`src/rtl/bw_r_irf_win_seq.sv`:
```
// Save/restore sequencer for the windowed IRF cells: takes one window request at a
// time and issues spaced save/restore strobes with stable addresses and a write block.
module bw_r_irf_win_seq #(
    parameter int unsigned NWIN = 8,
    parameter int unsigned AW   = 3,
    parameter int unsigned CW   = 16
) (
    input  logic          clk_i,
    input  logic          rst_i,
    input  logic          req_vld_i,
    output logic          req_rdy_o,
    input  logic [1:0]    req_op_i,
    input  logic [AW-1:0] req_save_win_i,
    input  logic [AW-1:0] req_rest_win_i,
    output logic          save_o,
    output logic [AW-1:0] save_addr_o,
    output logic          restore_o,
    output logic [AW-1:0] restore_addr_o,
    output logic          wr_block_o,
    output logic          done_o,
    output logic          err_o,
    output logic [CW-1:0] save_cnt_o,
    output logic [CW-1:0] rest_cnt_o
);

    localparam logic [1:0] OP_SAVE = 2'b01;
    localparam logic [1:0] OP_REST = 2'b10;
    localparam logic [1:0] OP_SWAP = 2'b11;

    typedef enum logic [2:0] {
        IDLE  = 3'd0,
        SAVE  = 3'd1,
        SWAIT = 3'd2,
        REST  = 3'd3,
        DONE  = 3'd4
    } state_e;

    state_e        state_q, state_d;
    logic          rdy_q, rdy_d;
    logic          save_q, save_d;
    logic          restore_q, restore_d;
    logic          wr_block_q, wr_block_d;
    logic          done_q, done_d;
    logic          err_q, err_d;
    logic          do_rest_q, do_rest_d;
    logic [AW-1:0] save_addr_q, save_addr_d;
    logic [AW-1:0] restore_addr_q, restore_addr_d;
    logic [CW-1:0] save_cnt_q, save_cnt_d;
    logic [CW-1:0] rest_cnt_q, rest_cnt_d;

    logic save_ok_c, rest_ok_c, legal_c, accept_c;

    function automatic logic [CW-1:0] sat_inc(input logic [CW-1:0] cnt);
        return (cnt == {CW{1'b1}}) ? cnt : cnt + CW'(1);
    endfunction

    // Only the windows the operation actually uses are range-checked
    always_comb begin
        save_ok_c = 32'(req_save_win_i) < NWIN;
        rest_ok_c = 32'(req_rest_win_i) < NWIN;
        case (req_op_i)
            OP_SAVE: legal_c = save_ok_c;
            OP_REST: legal_c = rest_ok_c;
            OP_SWAP: legal_c = save_ok_c & rest_ok_c;
            default: legal_c = 1'b0;
        endcase
        accept_c = req_vld_i & rdy_q;
    end

    always_comb begin
        state_d        = state_q;
        save_d         = 1'b0;
        restore_d      = 1'b0;
        done_d         = 1'b0;
        err_d          = 1'b0;
        do_rest_d      = do_rest_q;
        save_addr_d    = save_addr_q;
        restore_addr_d = restore_addr_q;
        save_cnt_d     = save_cnt_q;
        rest_cnt_d     = rest_cnt_q;

        case (state_q)
            IDLE: begin
                if (accept_c) begin
                    if (!legal_c) begin
                        err_d = 1'b1;
                    end else if (req_op_i == OP_REST) begin
                        state_d        = REST;
                        restore_d      = 1'b1;
                        restore_addr_d = req_rest_win_i;
                        rest_cnt_d     = sat_inc(rest_cnt_q);
                    end else begin
                        state_d     = SAVE;
                        save_d      = 1'b1;
                        save_addr_d = req_save_win_i;
                        save_cnt_d  = sat_inc(save_cnt_q);
                        // Restoring the window just saved is a no-op, so skip it
                        do_rest_d   = (req_op_i == OP_SWAP) && (req_save_win_i != req_rest_win_i);
                        if (req_op_i == OP_SWAP) begin
                            restore_addr_d = req_rest_win_i;
                        end
                    end
                end
            end
            SAVE: begin
                state_d = SWAIT;
            end
            SWAIT: begin
                if (do_rest_q) begin
                    state_d    = REST;
                    restore_d  = 1'b1;
                    rest_cnt_d = sat_inc(rest_cnt_q);
                end else begin
                    state_d = DONE;
                    done_d  = 1'b1;
                end
            end
            REST: begin
                state_d = DONE;
                done_d  = 1'b1;
            end
            DONE: begin
                state_d = IDLE;
            end
            default: begin
                state_d = IDLE;
            end
        endcase

        rdy_d      = (state_d == IDLE);
        wr_block_d = (state_d != IDLE);
    end

    always_ff @(posedge clk_i or posedge rst_i) begin
        if (rst_i) begin
            state_q        <= IDLE;
            rdy_q          <= 1'b0;
            save_q         <= 1'b0;
            restore_q      <= 1'b0;
            wr_block_q     <= 1'b0;
            done_q         <= 1'b0;
            err_q          <= 1'b0;
            do_rest_q      <= 1'b0;
            save_addr_q    <= '0;
            restore_addr_q <= '0;
            save_cnt_q     <= '0;
            rest_cnt_q     <= '0;
        end else begin
            state_q        <= state_d;
            rdy_q          <= rdy_d;
            save_q         <= save_d;
            restore_q      <= restore_d;
            wr_block_q     <= wr_block_d;
            done_q         <= done_d;
            err_q          <= err_d;
            do_rest_q      <= do_rest_d;
            save_addr_q    <= save_addr_d;
            restore_addr_q <= restore_addr_d;
            save_cnt_q     <= save_cnt_d;
            rest_cnt_q     <= rest_cnt_d;
        end
    end

    assign req_rdy_o      = rdy_q;
    assign save_o         = save_q;
    assign restore_o      = restore_q;
    assign wr_block_o     = wr_block_q;
    assign done_o         = done_q;
    assign err_o          = err_q;
    assign save_addr_o    = save_addr_q;
    assign restore_addr_o = restore_addr_q;
    assign save_cnt_o     = save_cnt_q;
    assign rest_cnt_o     = rest_cnt_q;

endmodule

```
`config.mk`:
```
export PLATFORM = sky130hd
export DESIGN_NAME = bw_r_irf_win_seq
export DESIGN_NICKNAME = d
export VERILOG_FILES = /design/src/rtl/bw_r_irf_win_seq.sv
export SDC_FILE = /design/constraint.sdc
export NUM_CORES = 1
export LEC_CHECK = 0
export ABC_CLOCK_PERIOD_IN_PS = 2100
export BUFFER_PORTS_ARGS = -buffer_cell sky130_fd_sc_hd__buf_2
export CAP_MARGIN = 0
export CORE_UTILIZATION = 52
export CTS_CLUSTER_DIAMETER = 200
export DETAILED_ROUTE_END_ITERATION = 8
export GPL_TIMING_DRIVEN = 1
export HOLD_SLACK_MARGIN = 0.05
export PLACE_DENSITY_LB_ADDON = 0.05
export SYNTH_ARGS = -nofsm -noshare
export SYNTH_HDL_FRONTEND = slang
export SYNTH_SLANG_ARGS = --single-unit
```
`constraint.sdc`:
```
create_clock -name clk_i -period 2.1 [get_ports clk_i]
set_input_delay 0.315 -clock clk_i [delete_from_list [all_inputs] [get_ports clk_i]]
set_output_delay 0.315 -clock clk_i [all_outputs]
set_load 0.1 [all_outputs]
```
Word-level counts from Yosys, hierarchy flattened
Cells that the tools add are included.
Storage, ports and cells
  register bits: 48
  bits of input ports: 11
  output and inout bits: 44
Operators by class
  add/sub/neg operators: 2
  equal/unequal tests: 13
  mux-type cells: 28
  bitwise gates (word level): 3
  reductions and logical operators: 11
Operators by type and width (number)
  $mux W16: 5
  $add A16 B1 Y16 const B: 2
  $eq A16 B16 Y1 const B: 2
  $pmux W16 S2: 1
  $mux W3: 5
  $mux W1: 13
  $pmux W3 S4: 1
  $reduce_and A5 Y1: 2
  $ne A2 B2 Y1 const B: 4
  $reduce_and A4 Y1: 2
  $eq A3 B2 Y1 const B: 2
  $logic_not A3 Y1: 2
  $eq A2 B2 Y1 const B: 2
  $pmux W1 S2: 2
  $reduce_bool A2 Y1: 2
  $eq A3 B1 Y1 const B: 1
  $ne A3 B3 Y1: 1
  $reduce_bool A3 Y1: 1
  $reduce_or A3 Y1: 1
  $eq A2 B1 Y1 const B: 1
  $mux W2: 1
  $not A1 Y1: 2
  $and A1 B1 Y1: 1
  $logic_and A1 B1 Y1: 1

Logic depth before layout (Yosys ltp)
  depth after elaboration: 7
  depth in mapped cells: 6

Worst setup path before layout
Ideal clock, no wire load.
  path type: reg-to-reg
  start: register save_cnt_q[0], in the netlist save_cnt_o[0]
  end: register save_cnt_q[1], in the netlist save_cnt_o[1]
  arrival time: 2.247 ns
  required time: 1.974 ns
  path slack: -0.272 ns
  cell stages (with the launch flop): 6
  buffers on the path: 0
  period minus slack after synthesis: 2.372 ns
  cell sequence: dfrtp_1 ha_1 nand3_1 nor3_1 a21oi_2 mux2_2
On the way
  cells in the longest elaborated chain, start to end: 3
  elaborated cells on any way between the ends: 4
RTL lines
  start: declaration: RTL line 48  | logic [CW-1:0] save_cnt_q, save_cnt_d;
  start signal: assignment: RTL line 159  | save_cnt_q <= save_cnt_d;
  parallel branches: the longest is 3 deep, another holds $add A16 B1 Y16
Several ways; the timed one is not identified.
A chain may end at the register's enable or synchronous reset.

Final worst setup path
Ends and elaborated chain as after synthesis.

==> impl_metrics.py <==
metrics = {
    "power": {
        "power.leakage_nw": 1.31,
        "power_mw": 4.27,
        "ir_drop_v": 0.00164,
        "powerDensity_nw_per_um2": 1560,
    },
    "floorplan": {
        "ios": 55,
        "core_area_um2": 4060,
        "die_h_um": 67.3,
        "initial_core_util_pct": 54.6,
        "num_rows": 23,
        "die_w_um": 67.3,
        "dieArea_um2": 4530,
    },
    "global_routing": {
        "antenna_found_initial": 0,
        "grt_pass1_vias": 1499,
        "grt.total_usage_pct": 20.7,
        "grt_max_degree": 49,
        "grt_first_pass_wirelength_mm": 6.89,
        "grt_overflow": 0,
    },
    "clocking": {
        "post_cts_buffers": 0,
        "cts_resized": 0,
        "clock_path_buffers": 2,
        "clkLatencyLatePin_ps": 300,
        "cts_tree": "yes",
        "cts_hold_buf": 1,
        "path_clk_slew_ps": 80,
        "numCtsBuffers": 5,
        "h-tree-depth": 2,
        "cts-root-buf": "clkbuf_8",
        "cts_sinks": 48,
    },
    "timing": {
        "rsz0062_at_grt": "false",
        "fmax_mhz": 540,
        "post-route-period-util_pct": 88.1,
        "setup_tns_ps": 0,
        "worst-slew-pin-transition_ps": 491,
        "finalClockSkew_ps": 4.77,
        "drv_slew": 0,
        "hold_viol": 0,
        "finalSetupViolations": 0,
        "maxSlewHeadroom_pct": 67.5,
        "fin_crit_ps": 1850,
    },
    "final_layout": {
        "drive_gt1_share_pct": 44.4,
        "layout.cells.non_filler": 300,
        "finalInstanceArea_um2": 2730,
        "antennaDiodeCount": 0,
        "multiInputGateArea_um2": 981,
        "syn_to_final_growth_pct": 23.3,
        "nFillCells": 314,
        "seqCellArea_um2": 1230,
        "fin_nets": 262,
    },
    "worst_setup_path": {
        "endpoint_kind": "flop",
        "path_class": "reg -> reg",
        "critPathRequiredTime_ps": 2280,
        "start_kind": "flop",
        "cp.arrival_ps": 2030,
        "crit_fanout": 10,
    },
    "yosys": {
        "synth_enable_flop_cells": 0,
        "yosys_warnings": 0,
        "postSynthCellCount": 187,
        "synthFlopType": "dfrtp_1",
        "synth.distinct_cells": 37,
        "synth-seq-area-share_pct": 54.2,
        "synth_area_per_cell_um2": 11.9,
        "async_flop_share_pct": 100,
        "synth.net_count": 200,
        "syn-cell-area_um2": 2220,
        "ys_ff_latch": 48,
    },
    "placement": {
        "port_buffers": 54,
        "placed_cells": 291,
        "place_congestion": 0.770,
        "place_area_um2": 2600,
        "dpl.hpwl_mm": 2.98,
    },
    "routing": {
        "vias_per_cell": 5.50,
        "wl_per_cell_um": 13.8,
        "wl_mm": 4.14,
        "dr.pass1.iters": 4,
        "dr_total_vias": 1649,
        "drtIter0Drc": 76,
        "drt.antenna.violating_nets": 0,
        "drc": 0,
    },
    "outcome": {
        "status": "complete, no violations",
    },
    "flow_run": {
        "cap_violations": 0,
    },
    "worst_hold_path": {
        "holdCritPathClass": "in -> reg",
    },
}
## through the flow
step | utilization, % | hold slack, ps | setup slack [ps]
3_5_place_dp | 64.0 | 376 | 255
3_3_place_gp | 64.0 | 365 | 318
4_1_cts | 67.4 | 262 | 239
2_1_floorplan | - | 449 | -47.1
5_1_grt | 67.4 | 261 | 136
6_report | 67.4 | 274 | 250
## synth_stat cells, drive strengths merged, types with 2 or more instances
master	n	share of area (%)
nor4	2	0.56
and2	4	1.1
nand2b	2	0.56
dfrtp	48	54
nor2	9	1.6
o21ai	4	0.90
nand4	15	5.2
nand3	10	2.5
ha	2	1.1
nand2	17	2.9
and4	2	0.79
a31oi	2	1.2
xor2	10	4.0
and3	4	1.1
nor3	8	2.5
xnor2	20	7.9
and4b	2	0.96
inv	8	1.4
mux2	10	5.1
## critical path, stage by stage (launching register included)
cell     delay [ps]
dfrtp_2         440
ha_1            210
nand3_1         160
nor3_1          120
a21oi_2         410
mux2_2          390
## flip-flops by register name, summed over array words and instances (netlist names)
name            cells
save_addr_o         3
req_rdy_o           1
save_cnt_o         16
restore_addr_o      3
wr_block_o          1
do_rest_q           1
restore_o           1
rest_cnt_o         16
state_q             3
err_o               1
done_o              1
save_o              1
## final timing paths
kind,start,end,slack (ps),depth (start not counted)
max,save_cnt_o[0],save_cnt_o[1],250,5
min,req_save_win_i[0],save_addr_o[0],270,2
max reg2reg,save_cnt_o[0],save_cnt_o[1],250,5
min reg2reg,rest_cnt_o[5],rest_cnt_o[5],480,1
max in group asynchronous,rst_i,rest_cnt_o[4],1280,4
min in group asynchronous,rst_i,save_addr_o[0],590,4
## routing by layer
metal / GRT usage [%] / wire (µm)
met3: 5.57 / 200
met5: 0 / 0
met4: 7.98 / 52
met1: 25.9 / 1900
met2: 33.9 / 1990
## logic make-up after synthesis
| kind of cell | share of synthesized area [%] |
|---|---|
| simple gates | 20.5 |
| flops | 54.2 |
| xor+xnor | 11.9 |
| compound gates | 5.64 |
| mux | 5.08 |
| buf+inv | 1.58 |
| fa+ha+maj | 1.13 |
## report_power, final
group | switching, mW | internal, mW | leakage, nW | total, mW
combinational | 1.78 | 0.390 | 0.650 | 2.17
clock | 0.297 | 0.420 | 0.0645 | 0.717
sequential | 0.215 | 1.17 | 0.591 | 1.38
## area by class of cell
class	instances	area share, %
sequential	48	45.1
inverter	8	1.10
timing repair buffer	56	11.0
clock buffer	7	3.52
multi-input combinational	130	35.9
tap	50	2.29
clock inverter	1	1.10
## cells in the final DEF, fill, tap and decap left out, types with 2 or more instances in the layout
cell,count
and2_1,4
and3_1,4
and4_1,2
buf_2,54
clkbuf_8,7
dfrtp_1,22
dfrtp_2,26
ha_1,2
inv_1,6
inv_2,2
mux2_1,2
mux2_2,8
nand2_1,17
nand2b_1,2
nand3_1,9
nand4_1,13
nor2_1,8
nor3_1,6
nor4_1,2
o21ai_0,4
xnor2_1,20
xor2_1,10
Note: power is estimated with default switching activity, not from simulation.
